### src/rtl/sobel_edge_detector.sv
// sobel_edge_detector
// Three-stage Sobel gradient pipeline over a streamed 3x3 grayscale matrix.
// Stage 1 registers the matrix and the centre coordinates. Stage 2 registers
// the signed Gx/Gy gradients. Stage 3 registers the saturated magnitude, the
// thresholded edge bit and the per-frame edge count.
module sobel_edge_detector #(
    parameter int P_FRAME_COLUMNS  = 640,
    parameter int P_FRAME_ROWS     = 480,
    parameter int P_SUBPIXEL_DEPTH = 8,
    parameter int P_THRESHOLD      = 128,
    localparam int LP_COL_W = $clog2(P_FRAME_COLUMNS),
    localparam int LP_ROW_W = $clog2(P_FRAME_ROWS),
    localparam int LP_CNT_W = $clog2(P_FRAME_COLUMNS * P_FRAME_ROWS + 1)
) (
    input  logic                          I_CLK,
    input  logic                          I_RESET,
    input  logic                          I_ENABLE,
    input  logic [LP_COL_W-1:0]           I_PIXEL_COLUMN,
    input  logic [LP_ROW_W-1:0]           I_PIXEL_ROW,
    input  logic [9*P_SUBPIXEL_DEPTH-1:0] I_PIXEL_MATRIX,
    input  logic                          I_PIXEL_MATRIX_READY,
    output logic [LP_COL_W-1:0]           O_PIXEL_COLUMN,
    output logic [LP_ROW_W-1:0]           O_PIXEL_ROW,
    output logic [P_SUBPIXEL_DEPTH-1:0]   O_MAGNITUDE,
    output logic                          O_EDGE,
    output logic                          O_PIXEL_READY,
    output logic [LP_CNT_W-1:0]           O_EDGE_COUNT,
    output logic                          O_FRAME_DONE
);

    localparam int LP_D  = P_SUBPIXEL_DEPTH;
    localparam int LP_GW = P_SUBPIXEL_DEPTH + 3;

    localparam logic [LP_GW-1:0]    LP_THRESH   = LP_GW'(P_THRESHOLD);
    localparam logic [LP_GW-1:0]    LP_PIX_MAX  = LP_GW'((1 << P_SUBPIXEL_DEPTH) - 1);
    localparam logic [LP_COL_W-1:0] LP_LAST_COL = LP_COL_W'(P_FRAME_COLUMNS - 2);
    localparam logic [LP_ROW_W-1:0] LP_LAST_ROW = LP_ROW_W'(P_FRAME_ROWS - 2);

    // Stage 1 registers
    logic                  r_s1Valid;
    logic [9*LP_D-1:0]     r_s1Matrix;
    logic [LP_COL_W-1:0]   r_s1Column;
    logic [LP_ROW_W-1:0]   r_s1Row;

    // Stage 2 registers (gradients are two's complement, LP_GW bits)
    logic                  r_s2Valid;
    logic [LP_GW-1:0]      r_s2Gx;
    logic [LP_GW-1:0]      r_s2Gy;
    logic [LP_COL_W-1:0]   r_s2Column;
    logic [LP_ROW_W-1:0]   r_s2Row;

    // Running edge count of the frame in progress
    logic [LP_CNT_W-1:0]   r_edgeCount;

    // Combinational terms
    logic [LP_GW-1:0]      w_gxPos;
    logic [LP_GW-1:0]      w_gxNeg;
    logic [LP_GW-1:0]      w_gyPos;
    logic [LP_GW-1:0]      w_gyNeg;
    logic [LP_GW-1:0]      w_absGx;
    logic [LP_GW-1:0]      w_absGy;
    logic [LP_GW-1:0]      w_mag;
    logic                  w_edge;
    logic                  w_isLast;
    logic [LP_CNT_W-1:0]   w_edgeInc;
    logic                  w_unusedCentre;

    // Zero-extend one matrix element (index 3r+c) to gradient width
    function automatic logic [LP_GW-1:0] pix(input logic [9*LP_D-1:0] m, input int idx);
        return LP_GW'(m[idx*LP_D +: LP_D]);
    endfunction

    // The centre pixel has zero weight in both Sobel kernels
    assign w_unusedCentre = ^r_s1Matrix[4*LP_D +: LP_D];

    // Stage 1: capture an accepted matrix and pre-compute the centre coordinates
    always_ff @(posedge I_CLK or posedge I_RESET) begin
        if (I_RESET) begin
            r_s1Valid  <= 1'b0;
            r_s1Matrix <= '0;
            r_s1Column <= '0;
            r_s1Row    <= '0;
        end else if (I_ENABLE) begin
            r_s1Valid <= I_PIXEL_MATRIX_READY;
            if (I_PIXEL_MATRIX_READY) begin
                r_s1Matrix <= I_PIXEL_MATRIX;
                r_s1Column <= I_PIXEL_COLUMN + LP_COL_W'(1);
                r_s1Row    <= I_PIXEL_ROW + LP_ROW_W'(1);
            end
        end
    end

    // Weighted column/row sums; each side is non-negative and at most 4*(2^D-1)
    always_comb begin
        w_gxPos = pix(r_s1Matrix, 2) + (pix(r_s1Matrix, 5) << 1) + pix(r_s1Matrix, 8);
        w_gxNeg = pix(r_s1Matrix, 0) + (pix(r_s1Matrix, 3) << 1) + pix(r_s1Matrix, 6);
        w_gyPos = pix(r_s1Matrix, 6) + (pix(r_s1Matrix, 7) << 1) + pix(r_s1Matrix, 8);
        w_gyNeg = pix(r_s1Matrix, 0) + (pix(r_s1Matrix, 1) << 1) + pix(r_s1Matrix, 2);
    end

    // Stage 2: register signed gradients; the difference always fits in D+3 bits
    always_ff @(posedge I_CLK or posedge I_RESET) begin
        if (I_RESET) begin
            r_s2Valid  <= 1'b0;
            r_s2Gx     <= '0;
            r_s2Gy     <= '0;
            r_s2Column <= '0;
            r_s2Row    <= '0;
        end else if (I_ENABLE) begin
            r_s2Valid <= r_s1Valid;
            if (r_s1Valid) begin
                r_s2Gx     <= w_gxPos - w_gxNeg;
                r_s2Gy     <= w_gyPos - w_gyNeg;
                r_s2Column <= r_s1Column;
                r_s2Row    <= r_s1Row;
            end
        end
    end

    // Magnitude, threshold and last-centre detection for the stage-2 result
    always_comb begin
        w_absGx   = r_s2Gx[LP_GW-1] ? (~r_s2Gx + LP_GW'(1)) : r_s2Gx;
        w_absGy   = r_s2Gy[LP_GW-1] ? (~r_s2Gy + LP_GW'(1)) : r_s2Gy;
        w_mag     = w_absGx + w_absGy;
        w_edge    = (w_mag >= LP_THRESH);
        w_isLast  = (r_s2Column == LP_LAST_COL) && (r_s2Row == LP_LAST_ROW);
        w_edgeInc = LP_CNT_W'(w_edge);
    end

    // Stage 3: registered outputs and frame edge counter; strobes drop while disabled
    always_ff @(posedge I_CLK or posedge I_RESET) begin
        if (I_RESET) begin
            O_PIXEL_READY  <= 1'b0;
            O_FRAME_DONE   <= 1'b0;
            O_MAGNITUDE    <= '0;
            O_EDGE         <= 1'b0;
            O_PIXEL_COLUMN <= '0;
            O_PIXEL_ROW    <= '0;
            O_EDGE_COUNT   <= '0;
            r_edgeCount    <= '0;
        end else if (I_ENABLE) begin
            O_PIXEL_READY <= r_s2Valid;
            O_FRAME_DONE  <= r_s2Valid && w_isLast;
            if (r_s2Valid) begin
                O_MAGNITUDE    <= (w_mag > LP_PIX_MAX) ? '1 : w_mag[LP_D-1:0];
                O_EDGE         <= w_edge;
                O_PIXEL_COLUMN <= r_s2Column;
                O_PIXEL_ROW    <= r_s2Row;
                if (w_isLast) begin
                    O_EDGE_COUNT <= r_edgeCount + w_edgeInc;
                    r_edgeCount  <= '0;
                end else begin
                    r_edgeCount  <= r_edgeCount + w_edgeInc;
                end
            end
        end else begin
            O_PIXEL_READY <= 1'b0;
            O_FRAME_DONE  <= 1'b0;
        end
    end

endmodule

### config.mk
export PLATFORM = sky130hd
export DESIGN_NAME = sobel_edge_detector
export DESIGN_NICKNAME = d
export VERILOG_FILES = /design/src/rtl/sobel_edge_detector.sv
export SDC_FILE = /design/constraint.sdc
export NUM_CORES = 1
export LEC_CHECK = 0
export CORE_UTILIZATION = 56
export DETAILED_ROUTE_END_ITERATION = 16
export HOLD_SLACK_MARGIN = 0.1
export PLACE_DENSITY = 0.81
export SLEW_MARGIN = 20
export SYNTH_ARGS = -nofsm -noshare
export SYNTH_HDL_FRONTEND = slang
export SYNTH_SLANG_ARGS = --single-unit
### constraint.sdc
create_clock -name I_CLK -period 8.9 [get_ports I_CLK]
set_clock_uncertainty 0.2 [all_clocks]
set_input_delay 1.78 -clock I_CLK [delete_from_list [all_inputs] [get_ports I_CLK]]
set_output_delay 1.78 -clock I_CLK [all_outputs]
set_load 0.1 [all_outputs]
; ---- After elaboration in Yosys (flattened, before gate mapping)
; Index checks and enable logic that the tools add are counted.
[word_totals]
elab_cells = 51
out_inout_bits = 49
inputBits = 95
register_bits = 202
[classes]
reduce_logical = 6
n_bitwise = 2
order_cmp = 2
mux = 6
eq_ne = 2
add_sub_neg = 16
[op_table]
columns = operator, count
row1 = 10-bit by 8-bit adder with 11-bit output, 4
row2 = 8-bit by 9-bit adder with 10-bit output, 4
row3 = "11-bit by 1-bit adder with 11-bit output, second input constant", 2
row4 = 11-bit 2-to-1 mux, 2
row5 = 11-bit inverter, 2
row6 = 11-bit subtractor, 2
row7 = 19-bit by 1-bit adder with 19-bit output, 1
row8 = 19-bit 2-to-1 mux, 1
row9 = 11-bit adder, 1
row10 = "11-bit by 8-bit >= comparator with 1-bit output, second input constant", 1
row11 = "11-bit by 8-bit greater-than comparator with 1-bit output, second input constant", 1
row12 = "10-bit by 1-bit adder with 10-bit output, second input constant", 1
row13 = "10-bit == test, second input constant", 1
row14 = "9-bit by 1-bit adder with 9-bit output, second input constant", 1
row15 = "9-bit == test, second input constant", 1
row16 = 8-bit 2-to-1 mux, 1
row17 = 2-bit AND reduction, 3
row18 = 3-bit AND reduction, 1
row19 = 1-bit logical AND, 2
row20 = 1-bit 2-to-1 mux, 2

; ---- Depth between registers and ports, before layout
; Gate-level depths: netlist (run 1).
[depth]
word_depth = 7
ltp_mapped = 22
depth_no_buf = 21

; ---- Worst setup path before layout (run 1)
; No wires, ideal clock.
[synth_timing]
kind = register to register
from = register r_s2Gx[0]
to = register O_EDGE_COUNT[16]
n_path_buf = 1
period_less_slack_ns = 4.414
path_stages_with_launch = 21
slack_ns = 4.486
setup_ns = 0.078
required_ns = 8.622
t_arrival_ns = 4.136
path_cell_list = dfrtp_1 inv_1 ha_1 nor4b_1 a21boi_0 xor2_1 ha_1 nand4_1 or2_2 a21oi_1 a311oi_4 nand3_1 ha_1 ha_1 nand2_1 or3_1 buf_2 nor3_4 nand3_1 xor2_1 a21oi_1
[synth_via]
elab_chain_len = 6
[synth_lines]
columns = item, line
row1 = from (decl), 47  ; logic [LP_GW-1:0] r_s2Gx;
row2 = from (signal assigned), 112  ; r_s2Gx <= w_gxPos - w_gxNeg;
row3 = 11-bit inverter, 122  ; w_absGx = r_s2Gx[LP_GW-1] ? (~r_s2Gx + LP_GW'(1)) : r_s2Gx;
row4 = 11-bit by 1-bit adder with 11-bit output, 122
row5 = 11-bit 2-to-1 mux (*), 122
row6 = 11-bit adder (*), 124  ; w_mag = w_absGx + w_absGy;
row7 = 11-bit by 8-bit >= comparator with 1-bit output (*), 125  ; w_edge = (w_mag >= LP_THRESH);
row8 = via w_edge, 63  ; logic w_edge;
row9 = 19-bit by 1-bit adder with 19-bit output (*), 150  ; O_EDGE_COUNT <= r_edgeCount + w_edgeInc;
row10 = to (signal assigned), 150
row11 = to (decl), 27  ; output logic [LP_CNT_W-1:0] O_EDGE_COUNT,
; The timed path passes the listed nets; every way through them passes the cells marked *.
; A chain may end at the register's enable or synchronous reset.

; ---- Worst setup path in the final report (run 1)
[layout_timing]
from = register r_s2Gx[1]
to = register O_EDGE_COUNT[18]
; Same word-level chain as after synthesis.

==> metrics.cfg, run 1 <==
[pwr]
p_leak_nw = 5.84
power.density_nw_per_um2 = 390
irDropWorstVdd_uv = 234

[run_status]
outcome = complete, no violations

[worst_setup_path]
r2r_setup_slack_ns = 3.86
reg2reg_from = r_s2Gx[1]$_DFFE_PP0P_
crit_arrival_ns = 5.19
start_kind = flop
r2r_end = O_EDGE_COUNT[18]$_DFFE_PP0P_
worst-setup-path-type = reg -> reg
crit_fanout = 10
critPathCaptureType = flop
crit_required_ns = 9.05
reg2reg_depth = 19

[timing]
worstMarginPinSlew_ns = 1.02
fmax_ghz = 0.198
finalSetupViolCount = 0
slew_headroom_pct = 31.9
grt_setup_unrepaired = no
finalHoldViolCount = 0
timing.final.crit_share_pct = 56.6
drv_slew = 0
tns_ns = 0
final.min_clock_period_ns = 5.04
timing.hold.ws_ns = 0.276

[grt]
grt_max_degree = 139
grt_util_all_layers_pct = 23.5
grt_antenna_before_repair = 1
overflow = 0
grt_pass1_vias = 7617
grt_first_pass_wirelength_microns = 37300

[routing]
wl_per_cell_microns = 15.7
drtIter0Drc = 339
ant_nets = 0
dr.pass1.iters = 5
route.vias.total = 7693
wirelength_microns = 22300
vias_per_cell = 5.41
drcViolationCount = 0

[layout]
drive_gt1_share_pct = 12.5
area_delta_synth_final_pct = 20.5
diodes = 0
nFillCells = 1438
utilization_pct = 68.6
fin_area_sq_um = 13300
finish.net_count = 1342

[floorplanning]
chipHeight_microns = 142
core.rowCount = 51
die_w_microns = 142
core_area_sq_um = 19400
die-area_sq_um = 20300
io_pins = 144
start_util_pct = 57.0

[clock_tree]
holdBufCountCts = 0
htreeDepth = 4
cts.clk_slew.worst_paths_ns = 0.08
cts_setup_buffers = 0
clkLatencyLatePin_ns = 0.44
ctsResizeCount = 0
cts_root_buf = clkbuf_16
clock-sinks = 194
cts.path.max_buffers = 2
cts_tree = done
cts-buffers-inserted = 17

[worst_hold_path]
whs_path_depth = 2
hold_path_class = reg -> reg
min-delay-start = O_PIXEL_COLUMN[9]$_DFFE_PP0P_
worstHoldEndpoint = O_PIXEL_COLUMN[9]$_DFFE_PP0P_

[yosys]
ys_types = 60
synth_top_area_cell = dfrtp_1
yosys_most_used_dff = dfrtp_1
yosysWarnings = 0
ys_ff_latch = 194
synth_edf_count = 0
netlist.area_leader.share_pct = 43.9
netlist_area_sq_um = 11100
yosysSeqAreaShare_pct = 43.9
yosysMostFrequentCell = dfrtp_1
syn_inst = 1022
synthesis.nets = 1220
synthTopCellsByArea = dfrtp_1, fa_1, mux2_2
postSynthAreaPerCell_sq_um = 10.8
synthArstFlopShare_pct = 100
synth.cells.most_frequent = dfrtp_1, nand2_1, inv_1

[place]
port-buffer-count = 135
dpl.hpwl_microns = 15900
placed_area_sq_um = 12600
gp_congestion = 0.780

[flow_run]
cap_violations = 0

[registers in the layout, summed over array words and instances, names as in the netlist, 8 cells and up]
signal,flops
O_EDGE_COUNT,19
O_MAGNITUDE,8
O_PIXEL_COLUMN,10
O_PIXEL_ROW,9
r_edgeCount,19
r_s1Column,10
r_s1Matrix,64
r_s1Row,9
r_s2Column,10
r_s2Gx,11
r_s2Gy,11
r_s2Row,9
[cells in the final DEF (no fill, tap or decap), types with 12 or more instances in the layout]
cell type,n
xor2_1,25
xnor2_1,34
inv_1,88
clkbuf_16,17
o31ai_1,19
mux2_2,85
ha_1,40
nor2_1,45
dfrtp_1,194
o21ai_0,67
nand3_1,26
a21oi_1,17
nor3_1,12
clkdlybuf4s50_1,135
fa_1,63
nand2_1,136
[per-stage QoR]
stage	setup slack [ns]	total power, mW	cells
5_1_grt	3.35	5.65	1422
6_report	3.86	5.20	1422
3_3_place_gp	3.99	4.19	1389
2_1_floorplan	1.64	3.63	1022
4_1_cts	3.83	5.20	1421
3_5_place_dp	3.87	4.29	1389
[critical path, cell delays in order, from the launching register on]
cell and delay (ns):
dfrtp_1 0.39, inv_1 0.12, ha_1 0.18, nor4b_1 0.40, a21boi_0 0.19, xor2_1 0.18, ha_1 0.39, nand4_1 0.21
or2_2 0.32, a21oi_1 0.23, a311oi_4 0.12, nand3_1 0.13, ha_1 0.18, ha_1 0.24, nand2_1 0.13, or3_1 0.51
nor3_4 0.33, nand3_1 0.16, xor2_1 0.16, o21ai_0 0.16
[cell type report]
| class | count | area (sq um) | area share, % |
|---|---|---|---|
| clock buffer | 18 | 439 | 3.30 |
| multi-input combinational | 698 | 5680 | 42.6 |
| tap | 265 | 332 | 2.49 |
| timing repair buffer | 142 | 1420 | 10.7 |
| sequential | 194 | 4850 | 36.5 |
| inverter | 91 | 354 | 2.66 |
| clock inverter | 14 | 235 | 1.77 |
[worst max path at each step]
stage                                startpoint                           end  depth (start not counted)
after CTS                 r_s2Gx[0]$_DFFE_PP0P_  O_EDGE_COUNT[18]$_DFFE_PP0P_                         19
after global placement    r_s2Gx[0]$_DFFE_PP0P_  O_EDGE_COUNT[18]$_DFFE_PP0P_                         19
after floorplan                         I_RESET            O_EDGE$_DFFE_PP0P_                          1
after detailed placement  r_s2Gx[0]$_DFFE_PP0P_  O_EDGE_COUNT[18]$_DFFE_PP0P_                         19
final                     r_s2Gx[1]$_DFFE_PP0P_  O_EDGE_COUNT[18]$_DFFE_PP0P_                         19
after global routing      r_s2Gx[0]$_DFFE_PP0P_  O_EDGE_COUNT[18]$_DFFE_PP0P_                         19
[cell families after synthesis]
family | Yosys count | share of synthesized area [%]
AOI/OAI and AO/OA | 170 | 10.1
xor gates and xnor gates | 59 | 4.68
adders and majority gates | 103 | 15.9
buffers and inverters | 130 | 4.81
DFF | 194 | 43.9
muxes | 90 | 9.11
and+or+nand+nor | 276 | 11.5
[report_power, final]
group          internal, mW  switching, mW  leakage (nW)  total (mW)
clock                 0.494          0.375         0.329       0.869
sequential             1.06          0.177          2.39        1.24
combinational          1.28           1.80          3.13        3.09
total                  2.84           2.35          5.84        5.20
[metal layers]
metal / global-route usage (%) / part of all wire, %
met4: 7.87 / 2.1
met5: 0 / 0.058
met3: 4.37 / 4.1
met2: 36.8 / 48
met1: 33.1 / 46
Note: power is estimated with default switching activity, not from simulation.
==> run 2: changes to the inputs <==
clock period = 5.1 ns   (was 8.9 ns; I/O delays follow)
==> run 2 against run 1 <==
  * Critical endpoint is now r_edgeCount[16]$_DFFE_PP0P_
  * Via count about the same
  * Global-route usage up 0.68 points
  * Clock power up 69%
  * Total power up 76%
  * Critical path depth unchanged
  * Critical path type unchanged
  * Worst setup slack worse by 3.5 ns
  * Die area unchanged
  * Hold slack better by 0.0018 ns
  * Sequential share of layout area down 0.12 points
  * Utilization up 0.23 points
  * Wire length up 2.0%
  * Highest routed layer is now met4
  * Fmax up 6.5%
==> metrics.cfg, run 2 (same netlist as run 1, synthesis figures left out) <==
[run_status]
outcome = complete, no violations

[worst_setup_path]
crit_arrival_ns = 4.83
start_kind = flop
critPathSlowestCell = dfrtp_1
cp_common_cell = nand3_1
critPathCaptureType = flop
crit_required_ns = 5.20
crit_chain = nor2_1 -> nand3_1 -> or4_1 -> nand2_1 -> xnor2_1 -> ha_2 -> nand4_1 -> or2_2 -> a21oi_1 -> a311oi_4 -> nand3_1 -> ha_1 -> ha_1 -> nand2_1 -> or3_4 -> nor3_4 -> nand3_1 -> mux2i_1 -> o21ai_0
crit_fanout = 6
cp_slowest_stage_delay_ns = 0.45
worst-setup-path-type = reg -> reg

[timing]
finalSetupViolCount = 0
timing.hold.ws_ns = 0.277
finalHoldViolCount = 0
slew_headroom_pct = 30.3
final.min_clock_period_ns = 4.73
timing.final.crit_share_pct = 92.7
fmax_ghz = 0.211
drv_slew = 0
tns_ns = 0
worstMarginPinSlew_ns = 1.04

[layout]
utilization_pct = 68.9
regMostFlops = r_s1Matrix
finish.net_count = 1347
area_delta_synth_final_pct = 20.9
largest_register_ffs = 64
nFillCells = 1432
final_cells = 1427
final_common_cell = dfrtp_1
final_cell_mix = dfrtp_1, nand2_1, clkdlybuf4s50_1
diodes = 0
drive_gt1_share_pct = 13.1
reg_top3 = r_s1Matrix: 64 flops, O_EDGE_COUNT: 19 flops, r_edgeCount: 19 flops

[flow_run]
cap_violations = 0

[grt]
grt_util_all_layers_pct = 24.2
overflow = 0
grt_max_degree = 195
grt_antenna_before_repair = 0
grt_pass1_vias = 7812
grt_first_pass_wirelength_microns = 38200

[pwr]
power_mw = 9.16
p_leak_nw = 5.88
power.density_nw_per_um2 = 686
irDropWorstVdd_uv = 512

[clock_tree]
holdBufCountCts = 0
cts-buffers-inserted = 17
cts.clk_slew.worst_paths_ns = 0.08
ctsResizeCount = 0
clock-sinks = 194
cts_tree = done
clkLatencyLatePin_ns = 0.45
cts_setup_buffers = 0
htreeDepth = 4
cts.path.max_buffers = 2
cts_root_buf = clkbuf_16

[place]
gp_congestion = 0.811
port-buffer-count = 135
dpl.hpwl_microns = 16100
dpl.cell_count = 1394

[routing]
drtIter0Drc = 352
dr.pass1.iters = 8
wl_per_cell_microns = 15.9
route.vias.total = 7700
vias_per_cell = 5.40
wirelength_microns = 22800
ant_nets = 0
drcViolationCount = 0

[worst_hold_path]
hold_path_class = reg -> reg

[floorplanning]
die_w_microns = 142
start_util_pct = 57.0
core_area_sq_um = 19400
io_pins = 144
core.rowCount = 51
chipHeight_microns = 142
die-area_sq_um = 20300

## run 2: cell type report
class | count | area, sq um | area share [%]
clock buffers | 18 | 439 | 3.29
well taps | 265 | 332 | 2.48
flip-flops and latches | 194 | 4850 | 36.3
repair buffers | 147 | 1470 | 11.0
clock inverters | 14 | 214 | 1.60
multi-input cells | 698 | 5700 | 42.6
inverters | 91 | 350 | 2.62
## run 2: worst paths after layout
path | startpoint | endpoint | slack [ns] | depth (start not counted)
max in group asynchronous | I_RESET | r_s1Matrix[54]$_DFFE_PP0P_ | 2.94 | 4
min reg2reg | O_PIXEL_ROW[7]$_DFFE_PP0P_ | O_PIXEL_ROW[7]$_DFFE_PP0P_ | 0.28 | 2
min in group asynchronous | I_RESET | O_MAGNITUDE[0]$_DFFE_PP0P_ | 0.78 | 3
min | O_PIXEL_ROW[7]$_DFFE_PP0P_ | O_PIXEL_ROW[7]$_DFFE_PP0P_ | 0.28 | 2
max | r_s2Gx[2]$_DFFE_PP0P_ | r_edgeCount[16]$_DFFE_PP0P_ | 0.37 | 19
max reg2reg | r_s2Gx[2]$_DFFE_PP0P_ | r_edgeCount[16]$_DFFE_PP0P_ | 0.37 | 19
## run 2: worst max-delay path, delay by kind of cell, from the launching register on
family	cells	cell delay [ns]
simple gates	11	2.46
mux	1	0.17
flops	1	0.45
xor+xnor	1	0.08
compound gates	3	0.40
fa+ha+maj	3	0.82
## run 2: layer usage
metal,share of wire (%),track usage (%),vias up
met1,46,33.4,3763
met2,48,39.2,178
met4,1.8,7.64,0
li1,-,-,3725
met5,0,0,-
met3,3.3,3.97,34
## run 2: metrics by stage
stage / area, sq um / setup WS, ns
2_1_floorplan: 11100 / 0.686
3_3_place_gp: 12700 / 0.314
3_5_place_dp: 12700 / 0.205
4_1_cts: 13300 / 0.157
5_1_grt: 13400 / -0.00811
6_report: 13400 / 0.370
## run 2: report_power, final
part | internal (mW) | switching, mW
sequential | 1.85 | 0.313
clock | 0.813 | 0.659
combinational | 2.33 | 3.20
==> run 3: changes to the inputs <==
CORE_ASPECT_RATIO = 0.5   (was default)
==> run 3 against run 2 <==
  * Sequential share of layout area is 0.25 points higher
  * Count of clock-buffer cells in the layout is 2 higher
  * Utilization is 1.4 points higher
  * Fmax is 1.2% lower
  * Non-clock buffer count is 1 higher
  * Highest routed layer unchanged
  * Largest cell class unchanged
  * Critical path type unchanged
  * Register-to-register slack worse by 0.06 ns
  * Global-route usage is 0.52 points lower
==> metrics.cfg, run 3 (same netlist as run 1, synthesis figures left out) <==
[clock_tree]
cts.path.max_buffers = 2
cts-buffers-inserted = 17
cts_root_buf = clkbuf_16
clkLatencyLatePin_ns = 0.44
htreeDepth = 4
holdBufCountCts = 0
clock-sinks = 194
cts.clk_slew.worst_paths_ns = 0.07
cts_tree = done

[layout]
final_common_cell = dfrtp_1
finish.net_count = 1348
final_cell_mix = dfrtp_1, nand2_1, clkdlybuf4s50_1
reg_top3 = r_s1Matrix: 64 flops, O_EDGE_COUNT: 19 flops, r_edgeCount: 19 flops
regMostFlops = r_s1Matrix
largest_register_ffs = 64
fin_area_sq_um = 13300
final_cells = 1422
diodes = 0
area_delta_synth_final_pct = 20.1
drive_gt1_share_pct = 13.2

[timing]
timing.final.crit_share_pct = 93.9
finalSetupViolCount = 0
tns_ns = 0
worstMarginPinSlew_ns = 1.01
fin_ws_ns = 0.312
drv_slew = 0
final.min_clock_period_ns = 4.79
timing.hold.ws_ns = 0.278
finalHoldViolCount = 0
fmax_ghz = 0.209
slew_headroom_pct = 32.7

[place]
placed_area_sq_um = 12700
pre_cts_ws_ns = 0.145
dpl.cell_count = 1389
gp_congestion = 0.851
dpl.hpwl_microns = 16900
port-buffer-count = 135

[worst_setup_path]
critPathCaptureType = flop
crit_fanout = 6
worst-setup-path-type = reg -> reg
r2r_setup_slack_ns = 0.31
crit_required_ns = 5.18
start_kind = flop
crit_arrival_ns = 4.87

[routing]
route.vias.total = 7805
ant_nets = 0
wirelength_microns = 23000
drtIter0Drc = 460
wl_per_cell_microns = 16.1
drcViolationCount = 0
vias_per_cell = 5.49
dr.pass1.iters = 5

[grt]
grt_pass1_vias = 7930
grt_util_all_layers_pct = 23.7
grt_antenna_before_repair = 0
overflow = 0
grt_max_degree = 98
grt_first_pass_wirelength_microns = 38200

[floorplanning]
die-area_sq_um = 20300
core_area_sq_um = 18900
die_w_microns = 201
io_pins = 144
chipHeight_microns = 101
start_util_pct = 58.5
core.rowCount = 35

[pwr]
p_leak_nw = 5.84
power.density_nw_per_um2 = 679
irDropWorstVdd_uv = 632

[worst_hold_path]
hold_path_class = reg -> reg

[flow_run]
cap_violations = 0

[run_status]
outcome = complete, no violations

==> run 3: cell types whose count changed in the layout (fill, tap and decap cells not counted), sizes merged <==
cell / change
clkinv: +1
clkbuf: +2
bufinv: -3
buf: +1
==> run 3: repair_timing <==
action | in CTS | in global routing
resized for setup | 0 | 3
buffers inserted | 0 | 1
hold endpoints to repair | 0 | 0
endpoints found under the setup margin | 0 | 5
==> run 3: through the flow <==
| stage | util [%] | total power, mW |
|---|---|---|
| floorplan | - | 6.33 |
| CTS | 70.1 | 9.03 |
| global route | 70.3 | 9.75 |
| global placement | 67.1 | 7.41 |
| detailed placement | 67.1 | 7.61 |
| finish | 70.3 | 9.01 |
==> run 3: per-layer routing <==
metal | wire length, microns | part of all wire (%) | track usage (%) | vias to the layer above
li1 | - | - | - | 3711
met1 | 10300 | 45 | 31.0 | 3916
met2 | 11800 | 51 | 42.1 | 153
met3 | 612 | 2.7 | 3.31 | 25
met4 | 259 | 1.1 | 6.28 | 0
met5 | 0 | 0 | 0 | -
==> run 3: critical path, cell delays in order (launching register included) <==
cell and delay, ns:
dfrtp_1 0.46, or3_1 0.45, o31ai_1 0.30, xnor2_1 0.13, ha_1 0.26, or4_1 0.55, o22ai_1 0.18, xnor2_1 0.20
a311oi_4 0.06, nand3_1 0.13, ha_1 0.18, ha_1 0.24, nand2_1 0.13, or3_4 0.45, nor3_4 0.28, nand3_1 0.17
mux2i_1 0.16, o21ai_0 0.09
==> run 3: final timing paths <==
path,startpoint,end,cells after the start
max in group asynchronous,I_RESET,r_s2Row[0]$_DFFE_PP0P_,3
setup / recovery,r_s2Gy[2]$_DFFE_PP0P_,r_edgeCount[16]$_DFFE_PP0P_,17
min in group asynchronous,I_RESET,O_EDGE_COUNT[0]$_DFFE_PP0P_,2
hold / removal,r_s1Column[4]$_DFFE_PP0P_,r_s1Column[4]$_DFFE_PP0P_,2
setup reg to reg,r_s2Gy[2]$_DFFE_PP0P_,r_edgeCount[16]$_DFFE_PP0P_,17
hold reg to reg,r_s1Column[4]$_DFFE_PP0P_,r_s1Column[4]$_DFFE_PP0P_,2
==> run 3: layout make-up <==
class | instances | area, sq um
Timing Repair Buffer | 148 | 1460
Multi-Input combinational cell | 698 | 5700
Clock inverter | 12 | 114
Clock buffer | 20 | 467
Tap cell | 259 | 324
Sequential cell | 194 | 4850
Fill cell | 1339 | 5610
Inverter | 91 | 350
==> run 3: power by group <==
group,internal (mW),switching (mW),leakage (nW)
sequential,1.85,0.311,2.39
clock,0.685,0.638,0.285
combinational,2.31,3.21,3.16
total,4.85,4.16,5.84
